### src/rtl/uart_pkg.sv
// Shared UART definitions: receiver state encoding, parity type codes and the
// parity helper that both the RX check and the TX generator use.
package uart_pkg;

  typedef enum logic [2:0] {
    IDLE,
    START,
    DATA,
    PARITY,
    STOP
  } rx_state_e;

  localparam logic PAR_EVEN = 1'b0;
  localparam logic PAR_ODD  = 1'b1;

  // Widest word the parity helper accepts; callers zero-extend, which leaves the XOR unchanged.
  localparam int PAR_MAXW = 256;

  function automatic logic calc_parity(input logic [PAR_MAXW-1:0] data,
                                       input logic                par_typ);
    logic p;
    case (par_typ)
      PAR_EVEN: p = ^data;
      PAR_ODD:  p = ~(^data);
      default:  p = ^data;
    endcase
    return p;
  endfunction

endpackage

### src/rtl/uart_rx_sampler.sv
// Line front end: 2-flop synchronizer, per-bit edge counter and bit sampler.
// UART_RX_MAJORITY_EN selects a 3-sample majority vote; otherwise one mid-bit sample.
module uart_rx_sampler #(
  parameter int PRESCALE = 8
) (
  input  logic CLK,
  input  logic RST,
  input  logic rx_in,
  input  logic cnt_run,
  output logic rx_s,
  output logic sample_bit,
  output logic sample_strobe,
  output logic bit_end
);

  localparam int CW = $clog2(PRESCALE);
  localparam logic [CW-1:0] EDGE_MID  = CW'(PRESCALE / 2);
  localparam logic [CW-1:0] EDGE_LAST = CW'(PRESCALE - 1);

  logic          sync1_q, sync1_d;
  logic          sync2_q, sync2_d;
  logic [CW-1:0] edge_cnt_q, edge_cnt_d;

  always_comb begin
    sync1_d    = rx_in;
    sync2_d    = sync1_q;
    edge_cnt_d = '0;
    if (cnt_run) begin
      edge_cnt_d = (edge_cnt_q == EDGE_LAST) ? '0 : edge_cnt_q + 1'b1;
    end
  end

  always_ff @(posedge CLK) begin
    if (!RST) begin
      sync1_q    <= 1'b1;
      sync2_q    <= 1'b1;
      edge_cnt_q <= '0;
    end else begin
      sync1_q    <= sync1_d;
      sync2_q    <= sync2_d;
      edge_cnt_q <= edge_cnt_d;
    end
  end

  assign rx_s    = sync2_q;
  assign bit_end = (edge_cnt_q == EDGE_LAST);

`ifdef UART_RX_MAJORITY_EN
  localparam logic [CW-1:0] EDGE_EARLY = CW'(PRESCALE / 2 - 1);
  localparam logic [CW-1:0] EDGE_LATE  = CW'(PRESCALE / 2 + 1);

  logic smp_a_q, smp_a_d;
  logic smp_b_q, smp_b_d;

  // The third vote is the live rx_s, so the decision lands on the late edge.
  always_comb begin
    smp_a_d = (edge_cnt_q == EDGE_EARLY) ? sync2_q : smp_a_q;
    smp_b_d = (edge_cnt_q == EDGE_MID)   ? sync2_q : smp_b_q;
  end

  always_ff @(posedge CLK) begin
    if (!RST) begin
      smp_a_q <= 1'b1;
      smp_b_q <= 1'b1;
    end else begin
      smp_a_q <= smp_a_d;
      smp_b_q <= smp_b_d;
    end
  end

  assign sample_strobe = (edge_cnt_q == EDGE_LATE);
  assign sample_bit    = (smp_a_q & smp_b_q) | (smp_a_q & sync2_q) | (smp_b_q & sync2_q);
`else
  assign sample_strobe = (edge_cnt_q == EDGE_MID);
  assign sample_bit    = sync2_q;
`endif

endmodule

### src/rtl/uart_rx_frame.sv
// UART receiver frame FSM, shift register and result pulses; build option
// UART_RX_MAJORITY_EN (in uart_rx_sampler) picks majority-vote sampling.
// state  | meaning
// IDLE   | line high, waiting for rx_s=0
// START  | checking the start bit, glitch returns to IDLE
// DATA   | shifting data bits LSB-first
// PARITY | comparing the parity bit
// STOP   | sampling stop bit, result pulse issued next cycle
module uart_rx_frame
  import uart_pkg::*;
#(
  parameter int DATAWIDTH = 3,
  parameter int PRESCALE  = 8
) (
  input  logic                      CLK,
  input  logic                      RST,
  input  logic                      RX_IN,
  input  logic                      PAR_EN,
  input  logic                      PAR_TYP,
  output logic [2**DATAWIDTH-1:0]   P_DATA,
  output logic                      Data_Valid,
  output logic                      Par_Err,
  output logic                      Stp_Err
);

  localparam int W = 2**DATAWIDTH;
  localparam logic [DATAWIDTH-1:0] LAST_BIT = DATAWIDTH'(W - 1);

  rx_state_e              state_q, state_d;
  logic [DATAWIDTH-1:0]   bit_cnt_q, bit_cnt_d;
  logic [W-1:0]           shift_q, shift_d;
  logic [W-1:0]           p_data_q, p_data_d;
  logic                   par_en_q, par_en_d;
  logic                   par_typ_q, par_typ_d;
  logic                   par_mis_q, par_mis_d;
  logic                   valid_q, valid_d;
  logic                   perr_q, perr_d;
  logic                   serr_q, serr_d;

  logic rx_s;
  logic sample_bit;
  logic sample_strobe;
  logic bit_end;
  logic cnt_run;

  // Counter restarts whenever the FSM lands in IDLE, including the early exit from STOP.
  assign cnt_run = (state_d != IDLE);

  uart_rx_sampler #(
    .PRESCALE (PRESCALE)
  ) u_sampler (
    .CLK           (CLK),
    .RST           (RST),
    .rx_in         (RX_IN),
    .cnt_run       (cnt_run),
    .rx_s          (rx_s),
    .sample_bit    (sample_bit),
    .sample_strobe (sample_strobe),
    .bit_end       (bit_end)
  );

  always_comb begin
    state_d   = state_q;
    bit_cnt_d = bit_cnt_q;
    shift_d   = shift_q;
    p_data_d  = p_data_q;
    par_en_d  = par_en_q;
    par_typ_d = par_typ_q;
    par_mis_d = par_mis_q;
    valid_d   = 1'b0;
    perr_d    = 1'b0;
    serr_d    = 1'b0;

    unique case (state_q)
      IDLE: begin
        if (!rx_s) begin
          state_d   = START;
          par_en_d  = PAR_EN;
          par_typ_d = PAR_TYP;
          bit_cnt_d = '0;
          par_mis_d = 1'b0;
        end
      end

      START: begin
        if (sample_strobe && sample_bit) begin
          state_d = IDLE;
        end else if (bit_end) begin
          state_d = DATA;
        end
      end

      DATA: begin
        if (sample_strobe) begin
          shift_d = {sample_bit, shift_q[W-1:1]};
        end
        if (bit_end) begin
          if (bit_cnt_q == LAST_BIT) begin
            bit_cnt_d = '0;
            state_d   = par_en_q ? PARITY : STOP;
          end else begin
            bit_cnt_d = bit_cnt_q + 1'b1;
          end
        end
      end

      PARITY: begin
        if (sample_strobe) begin
          par_mis_d = (sample_bit != calc_parity(PAR_MAXW'(shift_q), par_typ_q));
        end
        if (bit_end) begin
          state_d = STOP;
        end
      end

      STOP: begin
        if (sample_strobe) begin
          state_d = IDLE;
          if (!sample_bit) begin
            serr_d = 1'b1;
          end else if (par_mis_q) begin
            perr_d = 1'b1;
          end else begin
            p_data_d = shift_q;
            valid_d  = 1'b1;
          end
        end
      end

      default: state_d = IDLE;
    endcase
  end

  always_ff @(posedge CLK) begin
    if (!RST) begin
      state_q   <= IDLE;
      bit_cnt_q <= '0;
      shift_q   <= '0;
      p_data_q  <= '0;
      par_en_q  <= 1'b0;
      par_typ_q <= 1'b0;
      par_mis_q <= 1'b0;
      valid_q   <= 1'b0;
      perr_q    <= 1'b0;
      serr_q    <= 1'b0;
    end else begin
      state_q   <= state_d;
      bit_cnt_q <= bit_cnt_d;
      shift_q   <= shift_d;
      p_data_q  <= p_data_d;
      par_en_q  <= par_en_d;
      par_typ_q <= par_typ_d;
      par_mis_q <= par_mis_d;
      valid_q   <= valid_d;
      perr_q    <= perr_d;
      serr_q    <= serr_d;
    end
  end

  assign P_DATA     = p_data_q;
  assign Data_Valid = valid_q;
  assign Par_Err    = perr_q;
  assign Stp_Err    = serr_q;

endmodule

### config.mk
export PLATFORM = sky130hd
export DESIGN_NAME = uart_rx_frame
export DESIGN_NICKNAME = d
export VERILOG_FILES = /design/src/rtl/uart_pkg.sv /design/src/rtl/uart_rx_sampler.sv /design/src/rtl/uart_rx_frame.sv
export SDC_FILE = /design/constraint.sdc
export NUM_CORES = 1
export LEC_CHECK = 0
export ABC_AREA = 1
export CORE_MARGIN = 4
export CORE_UTILIZATION = 55
export CTS_CLUSTER_DIAMETER = 150
export CTS_CLUSTER_SIZE = 16
export DETAILED_ROUTE_END_ITERATION = 6
export DONT_BUFFER_PORTS = 1
export PLACE_DENSITY = 0.7
export SYNTH_ARGS = -nofsm -noshare
export SYNTH_HDL_FRONTEND = slang
export SYNTH_SLANG_ARGS = --single-unit
### constraint.sdc
create_clock -name CLK -period 4.25 [get_ports CLK]
set_input_delay 1.275 -clock CLK [delete_from_list [all_inputs] [get_ports CLK]]
set_output_delay 1.275 -clock CLK [all_outputs]
set_load 0.005 [all_outputs]
---- Yosys cells after proc, flatten, opt, wreduce, memory -nomap -nowiden ----
Cells that the tools add are included.
word-level totals
  register bits ........................... 33
  input bits .............................. 5
  logic and storage cells ................. 68
cells by class
  $add $sub $neg .......................... 2
  equality and inequality tests ........... 11
  mux-type cells .......................... 22
  bitwise gates (word level) .............. 6
  reductions and logical operators ........ 14
operators with widths
  cell                   count
  $reduce_xor A256 Y1    1
  $mux W3                11
  $pmux W3 S5            1
  $eq A3 B3 Y1 const B   4
  $reduce_and A3 Y1      3
  $reduce_and A4 Y1      2
  $mux W1                7
  $add A3 B1 Y3 const B  2
  $eq A3 B2 Y1 const B   2
  $ne A2 B2 Y1 const B   3
  $not A1 Y1             6
  $pmux W3 S2            1
  $pmux W1 S2            2
  $reduce_and A2 Y1      2
  $reduce_bool A2 Y1     2
  $eq A3 B1 Y1 const B   1
  $logic_not A3 Y1       1
  $reduce_bool A3 Y1     1
  $reduce_or A3 Y1       1
  $logic_and A1 B1 Y1    1
  $ne A1 B1 Y1           1

---- Depth between registers and ports, before layout ----
Gate-level depths: netlist of run 1.
  depth after elaboration ................. 8
  gate-level depth with buffers ........... 11

---- Modules after synthesis ----
From an unflattened synthesis of run 1, not the netlist that was laid out.
second synthesis, totals
  cell total of the unflattened synthesis .. 199
  area total of the unflattened synthesis .. 1490.2 um^2
modules (own cells, without submodules)
  module           times used  cells each  area an instance (um^2)  sequential area each (um^2)
  uart_rx_frame    1           175         1282.5                   560.5
  uart_rx_sampler  1           24          207.7                    100.1

---- Worst setup path before layout of run 1 ----
OpenSTA, ideal clock, no wires.
  path type ............................... input-to-reg
  start ................................... input port RST
  end ..................................... register p_data_q[0], in the netlist P_DATA[0]
  setup time .............................. 0.070 ns
  arrival ................................. 1.903 ns
  data required time ...................... 4.180 ns
  slack ................................... 2.277 ns
  stages on the path ...................... 4
  path through ............................ clkbuf_2 -> clkbuf_1 -> o21ai_0 -> a21oi_1
RTL lines
  what                  line                  text
  start, declared       uart_rx_frame.sv:16   input logic RST,
  end signal, assigned  uart_rx_frame.sv:150  p_data_q <= p_data_d;
  end, declared         uart_rx_frame.sv:32   logic [W-1:0] p_data_q, p_data_d;

---- Final worst setup path of run 1 ----
  start ................................... register p_data_q[3], in the netlist P_DATA[3]
  end ..................................... output port P_DATA[3]
RTL lines
  what           line                 text
  end, declared  uart_rx_frame.sv:20  output logic [2**DATAWIDTH-1:0] P_DATA,
No word-level cell between the ends.

==> metrics.md, run 1 <==
| Metric | Value |
|---|---|
| Final GP Congestion | 0.8688 |
| Outcome | finished clean |
| Chip width | 60.62 µm |
| # IOs | 16 |
| Top cells by instance count after synthesis | 43 x nand2_1, 33 x dfxtp_1, 23 x inv_1, 20 x a21oi_1, 18 x nor2_1 |
| Syn_nets | 214 |
| First-pass GRT wire length | 4643 µm |
| Ys async rst share | 0% |
| Worst hold path class | register to register |
| Worst Path Class, Setup | register to output pin |
| Largest net degree at the start of global routing | 21 |
| WP data required | 2.97 ns |
| Final slew viol count | 0 |
| Post-route DRC | 0 |
| GRT Util Overall | 16.98% |
| Final worst setup slack | 2.265 ns |
| Leading area contributor after synthesis | dfxtp_1 |
| Fin util | 61.65% |
| Crit-path max FO | 2 |
| P&R area growth vs syn | 3.944% |
| Hold-fix buffer count after cts | 0 |
| Area share of the largest cell type after synthesis | 43.39% |
| Max H-tree Level | 2 |
| EDFF count, synth | 0 |
| Crit path DAT | 0.71 ns |
| CTS Buf Count | 5 |
| CP Capture Type | output pin |
| RSZ-0062 raised after global routing | false |
| Drt total wl | 2744 µm |
| Clock Sink Count | 33 |
| Fraction of layout cells with a size suffix above 1 | 10.24% |
| First-pass detailed-route iteration total | 5 |
| VDD IR max | 0.0002505 V |
| Vias in the first global route | 1,200 |
| PD cells | 334.1 mW/mm² |
| Tcrit/Tclk final | 46.71% |
| Register area share after synthesis | 43.39% |
| CTS max path bufs | 2 |
| FF+latch count, synth | 33 |
| Final hold violations | 0 |
| Initial drt markers | 65 |
| Measured slew at the worst slew-check pin | 0.6002 ns |
| Syn avg cell area | 7.501 µm² |
| N_diodes | 0 |
| Post-synthesis cell count | 203 |
| IO buf count | 0 |
| Filler cell count | 244 |
| Final setup fails | 0 |
| Warnings from Yosys | 0 |
| Grt ovf | 0 |
| Startpoint Class | register |
| Slew HR | 59.86% |
| Design area | 0.001583 mm² |
| Post-synth cell types | 27 |
| Largest cells by area after synthesis | dfxtp_1 43%, nand2_1 11%, a21oi_1 6.6% |
| Post-CTS resize count | 0 |
| CTS clk-pin slew, worst paths | 0.10 ns |
| DR vias | 1,251 |
| Synth Flop Type | dfxtp_1 |
| Total power | 528.8 µW |
| Fmax | 503.8 MHz |
| Crit path time final | 1.985 ns |
| Pleak | 0.6693 nW |
| Post-DP Area | 0.001513 mm² |
| TritonCTS clock tree | built |
| Seq. cell area | 660.6 µm² |
| Vias per cell | 5.323 |
| Post-DRT Antenna Nets | 0 |
| Synth Cell Area | 0.001523 mm² |
| Clock Skew | 0.01460 ns |
| Most frequent cell after synthesis | nand2_1 |
| Placeable Area | 0.002567 mm² |
| Die height | 60.62 µm |
| Setup TNS | 0 ns |
| CTS root buffer | clkbuf_4 |
| Dpl ws | 2.278 ns |
| Die Area | 0.003674 mm² |
| Final layout net count | 215 |
| Initial Util | 59.31% |
| Row count | 18 |
| Initial antenna violation count | 0 |
| DP Wirelength | 2041 µm |
| Clock latency on the worst-skew pair | 0.33 ns |
| Max-cap violations | 0 |
| Post-CTS Setup Bufs | 0 |
| WL/cell | 11.68 µm |
| Area of the multi-input gates | 720.7 µm² |
## kinds of logic after synthesis
group	count (synthesis)	synth area share (%)
and+or+nand+nor	89	26.46
AOI/OAI and AO/OA	42	14.79
DFF	33	43.39
buffers and inverters	31	9.284
adders and majority gates	6	4.930
xor gates and xnor gates	2	1.151
## flip-flops by register name, summed over array words and instances, names as in the netlist
| name | flops |
|---|---|
| P_DATA | 8 |
| shift_q | 8 |
| bit_cnt_q | 3 |
| state_q | 3 |
| u_sampler.edge_cnt_q | 3 |
| Data_Valid | 1 |
| Par_Err | 1 |
| Stp_Err | 1 |
| par_en_q | 1 |
| par_mis_q | 1 |
| par_typ_q | 1 |
| u_sampler.rx_s | 1 |
| u_sampler.sync1_q | 1 |
## layer usage
metal / wire length (µm) / GRT usage, % / up-vias / share of wire [%]
met5: 0 / 0 / - / 0
met4: 81 / 8.978 / 0 / 3.0
met3: 136 / 4.681 / 9 / 5.0
met2: 1359 / 31.45 / 32 / 50
met1: 1167 / 17.08 / 553 / 43
li1: - / - / 657 / -
## stage by stage
step           cells  hold WS (ns)
5_1_grt          235        0.4649
3_5_place_dp     227        0.4277
3_3_place_gp     227        0.3983
6_report         235        0.4438
2_1_floorplan    203        0.3925
4_1_cts          235        0.4514
## where the power goes
| part | switching [mW] | internal (mW) | total (mW) | leakage [nW] |
|---|---|---|---|---|
| combinational | 0.00795 | 0.00554 | 0.0135 | 0.361 |
| sequential | 0.00242 | 0.312 | 0.314 | 0.267 |
| clock | 0.105 | 0.0958 | 0.201 | 0.0413 |
| total | 0.116 | 0.413 | 0.529 | 0.669 |
## path summary, 6_finish.rpt
kind	cells past startpoint	slack (ns)	from	to
worst max-delay path	0	2.26	P_DATA[3]$_SDFFE_PN0P_	P_DATA[3]
worst min register to register	1	0.44	u_sampler.edge_cnt_q[0]$_SDFF_PP0_	u_sampler.edge_cnt_q[0]$_SDFF_PP0_
worst min-delay path	1	0.44	u_sampler.edge_cnt_q[0]$_SDFF_PP0_	u_sampler.edge_cnt_q[0]$_SDFF_PP0_
worst max register to register	8	2.51	u_sampler.edge_cnt_q[0]$_SDFF_PP0_	P_DATA[6]$_SDFFE_PN0P_
## cell usage in the layout (no fill, tap or decap), drive strengths merged
cell type	netlist	layout
nand2	46	46
ha	6	6
o21ai	20	20
nor3b	1	1
clkbuf	3	7
nor2	19	19
nor3	5	5
a21oi	22	22
nand3	12	12
nand3b	2	2
nand4	2	2
inv	24	24
or2	2	2
dfxtp	33	33
clkinv	1	2
xor2	1	1
xnor2	1	1
## layout make-up
| type | instances | share of cell area, % |
|---|---|---|
| inverters | 25 | 5.929 |
| clock buffers | 7 | 4.111 |
| flip-flops and latches | 33 | 41.74 |
| well taps | 30 | 2.372 |
| multi-input cells | 139 | 45.53 |
| clock inverters | 1 | 0.3162 |
(Power assumes the default switching activity.)
==> run 2, diff against run 1 <==
Clock period 4.25 ns to 2 ns, I/O delays scaled along.
==> metrics.md, run 2 (synthesis gave the netlist of run 1 again) <==
| Metric | Value |
|---|---|
| Outcome | finished clean |
| Initial Util | 59.31% (unchanged) |
| Drt total wl | 2742 µm (about the same) |
| Post-DRT Antenna Nets | 0 (unchanged) |
| DP Wirelength | 2062 µm (+1.0%) |
| CTS clk-pin slew, worst paths | 0.10 ns (about the same) |
| Placeable Area | 0.002567 mm² (unchanged) |
| Fraction of layout cells with a size suffix above 1 | 9.223% (-1.0 points) |
| Row count | 18 (unchanged) |
| PD cells | 666.7 mW/mm² (+100%) |
| Max-cap violations | 0 (unchanged) |
| Commonest non-fill, non-tap cell in the layout | nand2_1 |
| CTS root buffer | clkbuf_4 |
| Met2 wire len | 1411 µm (+3.8%) |
| Hold WS | 0.3703 ns (-0.07356 ns) |
| Placed Cells incl. Taps | 228 (+0.44%) |
| Clock latency on the worst-skew pair | 0.33 ns (about the same) |
| Max Used Layer | met4 |
| RSZ-0062 raised after global routing | false |
| Startpoint Class | register |
| CTS Buf Count | 5 (unchanged) |
| Hold-fix buffer count after cts | 0 (unchanged) |
| Worst hold path class | primary input to register |
| Measured slew at the worst slew-check pin | 0.5201 ns (-0.08010 ns) |
| IO buf count | 0 (unchanged) |
| Grt ovf | 0 (unchanged) |
| Crit path time final | 1.691 ns |
| Final GP Congestion | 0.8397 (-3.3%) |
| Final setup fails | 0 (unchanged) |
| Setup TNS | 0 ns (unchanged) |
| Metal-1 WL | 1142 µm (-2.1%) |
| Vias in the first global route | 1,194 (-0.50%) |
| Die Area | 0.003674 mm² (unchanged) |
| Slew HR | 65.21% (+5.4 points) |
| Final layout net count | 216 (+0.47%) |
| Final slew viol count | 0 (unchanged) |
| Clock Sink Count | 33 (unchanged) |
| Vias per cell | 5.305 (-0.34%) |
| DR vias | 1,252 (+0.080%) |
| Tcrit/Tclk final | 84.53% |
| Clock Skew | 0.009292 ns (-0.005304 ns) |
| Pleak | 0.6600 nW (-1.4%) |
| Final Non-Filler Cells | 236 (+0.43%) |
| Chip width | 60.62 µm (unchanged) |
| Critical path buffers and inverters | 3 |
| Critical Path Max Stage Delay | 0.45 ns |
| P&R area growth vs syn | 3.040% |
| WP data required | 2.23 ns (-0.74 ns) |
| Dpl ws | 0.3134 ns (-1.965 ns) |
| Most frequent cells in the layout | 43 x nand2_1, 33 x dfxtp_1, 23 x inv_1, 20 x a21oi_1, 18 x nor2_1 |
| Initial drt markers | 50 (-23%) |
| WL/cell | 11.62 µm (-0.50%) |
| VDD IR max | 0.0005334 V (+110%) |
| CP Capture Type | register |
| First-pass GRT wire length | 4809 µm (+3.6%) |
| Fmax | 591.5 MHz |
| Post-CTS Setup Bufs | 0 (unchanged) |
| CTS max path bufs | 2 (unchanged) |
| Final worst setup slack | 0.3094 ns (-1.956 ns) |
| Filler cell count | 246 (+0.82%) |
| Cell Chain, Critical Path | inv_1 > ha_1 > nand2_1 > inv_1 > nand2_1 > nor3_4 > buf_4 > a21oi_2 |
| Initial antenna violation count | 0 (unchanged) |
| Final hold violations | 0 (unchanged) |
| GRT Util Overall | 17.56% (+0.58 points) |
| Die height | 60.62 µm (unchanged) |
| Worst path top cell family by delay | simple AND/OR/NAND/NOR gates |
| Post-CTS resize count | 0 (unchanged) |
| First-pass detailed-route iteration total | 4 (-1) |
| TritonCTS clock tree | built |
| N_diodes | 0 (unchanged) |
| Slowest-stage cell, CP | nor3_4 |
| Max H-tree Level | 2 (unchanged) |
| Crit path DAT | 1.93 ns (+1.22 ns) |
| Post-route DRC | 0 (unchanged) |
| # IOs | 16 (unchanged) |
| Largest net degree at the start of global routing | 21 (unchanged) |
| WL met3 | 144 µm (+5.9%) |
| Crit-path max FO | 15 (+13) |
| Worst Path Class, Setup | register to register |
## run 2: stage by stage
step	instance area, µm²	power, mW	util, %
floorplan	1523	0.7103	-
global placement	1520	0.7099	59.21
detailed placement	1520	0.7111	59.21
CTS	1569	1.064	61.11
global route	1569	1.101	61.11
finish	1569	1.046	61.11
## run 2: area by class of cell
cell class	instances	area (µm²)	share of cell area (%)
multi-input combinational	139	720.7	45.93
sequential	33	660.6	42.11
inverter	25	93.84	5.981
clock buffer	8	48.80	3.110
tap	30	37.54	2.392
timing repair buffer	1	7.507	0.4785
## run 2: report_power, final
| group | leakage [nW] | switching [mW] | total (mW) | internal (mW) |
|---|---|---|---|---|
| combinational | 0.367 | 0.0167 | 0.0285 | 0.0118 |
| clock | 0.0265 | 0.211 | 0.351 | 0.140 |
| sequential | 0.267 | 0.00497 | 0.667 | 0.662 |
## run 2: worst paths after layout
path / startpoint / to / slack [ns] / depth (start not counted)
min: RST / P_DATA[2]$_SDFFE_PN0P_ / 0.37 / 2
max: u_sampler.edge_cnt_q[0]$_SDFF_PP0_ / P_DATA[3]$_SDFFE_PN0P_ / 0.31 / 8
min reg2reg: u_sampler.sync1_q$_SDFF_PN1_ / u_sampler.rx_s$_SDFF_PN1_ / 0.42 / 1
max reg2reg: u_sampler.edge_cnt_q[0]$_SDFF_PP0_ / P_DATA[3]$_SDFFE_PN0P_ / 0.31 / 8
## run 2: metal layers
metal / vias up / track usage [%]
met5: - / 0
met1: 569 / 17.49
met4: 0 / 6.502
met3: 6 / 6.170
li1: 656 / -
met2: 21 / 33.13
## run 2: worst reg2reg max path, stage by stage (launching register included)
cell	delay [ns]
dfxtp_1	0.34
inv_1	0.06
ha_1	0.13
nand2_1	0.08
inv_1	0.11
nand2_1	0.16
nor3_4	0.45
buf_4	0.22
a21oi_2	0.05
==> run 3, diff against run 2 <==
Settings changed: PLACE_DENSITY 0.7 to 0.73.
Clock period 2 ns to 1.51 ns, I/O delays scaled along.
==> metrics.md, run 3 (synthesis gave the netlist of run 1 again) <==
| Metric | Value |
|---|---|
| Hold WS | 0.2223 ns (-0.1480 ns) |
| Placeable Area | 0.002567 mm² (unchanged) |
| N_diodes | 0 (unchanged) |
| Post-DRT Antenna Nets | 0 (unchanged) |
| Worst path top cell family by delay | simple AND/OR/NAND/NOR gates |
| Total power | 1.481 mW (+42%) |
| CTS Buf Count | 5 (unchanged) |
| First-pass GRT wire length | 4616 µm (-4.0%) |
| IO buf count | 0 (unchanged) |
| Slowest-stage cell, CP | dfxtp_2 |
| Row count | 18 (unchanged) |
| Post-DP Area | 0.001548 mm² (+1.8%) |
| Startpoint Class | register |
| Cell Chain, Critical Path | ha_4 > ha_1 > nand2_2 > inv_1 > nand3_2 > nand4_1 > nor2_1 > nand2_1 > nand2_2 > nor2_1 |
| Final slew viol count | 0 (unchanged) |
| Final hold violations | 0 (unchanged) |
| Worst Path Class, Setup | register to register |
| Slew HR | 79.34% (+14 points) |
| CTS max path bufs | 2 (unchanged) |
| CTS root buffer | clkbuf_4 |
| # IOs | 16 (unchanged) |
| Largest net degree at the start of global routing | 21 (unchanged) |
| Final Non-Filler Cells | 239 (+1.3%) |
| Max-cap violations | 0 (unchanged) |
| Clock latency on the worst-skew pair | 0.34 ns (about the same) |
| Commonest non-fill, non-tap cell in the layout | nand2_1 |
| CP Capture Type | register |
| Post-route DRC | 0 (unchanged) |
| Vias in the first global route | 1,168 (-2.2%) |
| Final setup fails | 0 (unchanged) |
| Initial antenna violation count | 0 (unchanged) |
| Critical Path Max Stage Delay | 0.35 ns (-0.10 ns) |
| DR vias | 1,286 (+2.7%) |
| Die Area | 0.003674 mm² (unchanged) |
| Drt total wl | 2873 µm (+4.8%) |
| TritonCTS clock tree | built |
| Die height | 60.62 µm (unchanged) |
| Final layout net count | 219 (+1.4%) |
| Tcrit/Tclk final | 95.75% (+11 points) |
| Final GP Congestion | 0.8494 (+1.2%) |
| Vias per cell | 5.381 (+1.4%) |
| VDD IR max | 0.0008444 V (+58%) |
| Max H-tree Level | 2 (unchanged) |
| Clock Skew | 0.008691 ns (-0.0006007 ns) |
| Grt ovf | 0 (unchanged) |
| Outcome | finished clean |
| Pleak | 0.6925 nW (+4.9%) |
| Initial drt markers | 54 (+8.0%) |
| Crit path DAT | 1.68 ns (-0.25 ns) |
| Crit path time final | 1.446 ns (-0.2448 ns) |
| First-pass detailed-route iteration total | 4 (unchanged) |
| PD cells | 883.4 mW/mm² (+32%) |
| Critical path buffers and inverters | 1 (-2) |
| GRT Util Overall | 17.05% (-0.50 points) |
| CTS clk-pin slew, worst paths | 0.10 ns (about the same) |
| Chip width | 60.62 µm (unchanged) |
| WL/cell | 12.02 µm (+3.5%) |
| P&R area growth vs syn | 10.11% |
| Fraction of layout cells with a size suffix above 1 | 18.18% (+9.0 points) |
| Design area | 0.001677 mm² (+6.9%) |
| RSZ-0062 raised after global routing | true |
| Initial Util | 59.31% (unchanged) |
| Clock Sink Count | 33 (unchanged) |
| Crit-path max FO | 3 (-12) |
| DP Wirelength | 2043 µm (-0.96%) |
| Measured slew at the worst slew-check pin | 0.3095 ns (-0.2106 ns) |
| Most frequent cells in the layout | 41 x nand2_1, 30 x dfxtp_1, 21 x inv_1, 20 x a21oi_1, 17 x nor2_1 |
| Hold-fix buffer count after cts | 0 (unchanged) |
| Placed Cells incl. Taps | 230 (+0.88%) |
| Worst hold path class | primary input to register |
| WP data required | 1.75 ns (-0.48 ns) |
| Fmax | 691.7 MHz (+17%) |
[run 3: cell types whose count changed in the layout (fill, tap and decap cells not counted), moves of 3 or more]
cell,before,now
o21ai_0,16,13
o21ai_1,2,5
dfxtp_1,33,30
ha_1,6,2
clkbuf_1,3,0
dfxtp_2,0,3
[run 3: report_power, final]
group | switching [mW] | internal, mW | total (mW)
clock | 0.286 | 0.270 | 0.556
combinational | 0.0232 | 0.0177 | 0.0408
sequential | 0.00744 | 0.877 | 0.884
[run 3: timing repair]
| item | CTS | global route |
|---|---|---|
| resized for setup | 3 | 16 |
| pin swaps | 0 | 4 |
| endpoints found under the hold margin | 0 | 0 |
| setup endpoints to repair | 3 | 15 |
| buffers inserted | 0 | 1 |
[run 3: cell type report]
| type | count | area, µm² |
|---|---|---|
| Tap cell | 30 | 37.54 |
| Timing Repair Buffer | 4 | 42.54 |
| Clock buffer | 7 | 65.06 |
| Clock inverter | 1 | 5.005 |
| Sequential cell | 33 | 664.4 |
| Inverter | 25 | 93.84 |
| Multi-Input combinational cell | 139 | 768.2 |
| Fill cell | 225 | 890.9 |
[run 3: worst paths after layout]
kind | from | endpoint | slack, ns | cells past startpoint
worst min register to register | u_sampler.sync1_q$_SDFF_PN1_ | u_sampler.rx_s$_SDFF_PN1_ | 0.42 | 1
worst max register to register | u_sampler.edge_cnt_q[0]$_SDFF_PP0_ | u_sampler.edge_cnt_q[1]$_SDFF_PP0_ | 0.06 | 10
worst min-delay path | RST | P_DATA[3]$_SDFFE_PN0P_ | 0.22 | 2
worst max-delay path | u_sampler.edge_cnt_q[0]$_SDFF_PP0_ | u_sampler.edge_cnt_q[1]$_SDFF_PP0_ | 0.06 | 10
[run 3: worst reg2reg max path: cells and delay by family, from the launching register on]
kind,cells,cell delay (ns)
flip-flops,1,0.35
adder cells (fa/ha/maj),2,0.36
AND/OR/NAND/NOR,7,0.58
buffers and inverters,1,0.05
[run 3: metal layers]
| metal | up-vias | track usage [%] | routed length, µm |
|---|---|---|---|
| li1 | 666 | - | - |
| met1 | 574 | 16.51 | 1174 |
| met2 | 34 | 30.84 | 1462 |
| met3 | 12 | 7.021 | 153 |
| met4 | 0 | 8.669 | 82 |
| met5 | - | 0 | 0 |
[run 3: through the flow]
step / worst slack (ns) / TNS [ns] / utilization [%]
2_1_floorplan: 0.1130 / 0 / -
3_3_place_gp: -0.03672 / -0.1082 / 60.28
3_5_place_dp: -0.07012 / -0.2031 / 60.28
4_1_cts: 0.004568 / 0 / 63.50
5_1_grt: -0.04001 / -0.09461 / 65.30
6_report: 0.06420 / 0 / 65.30
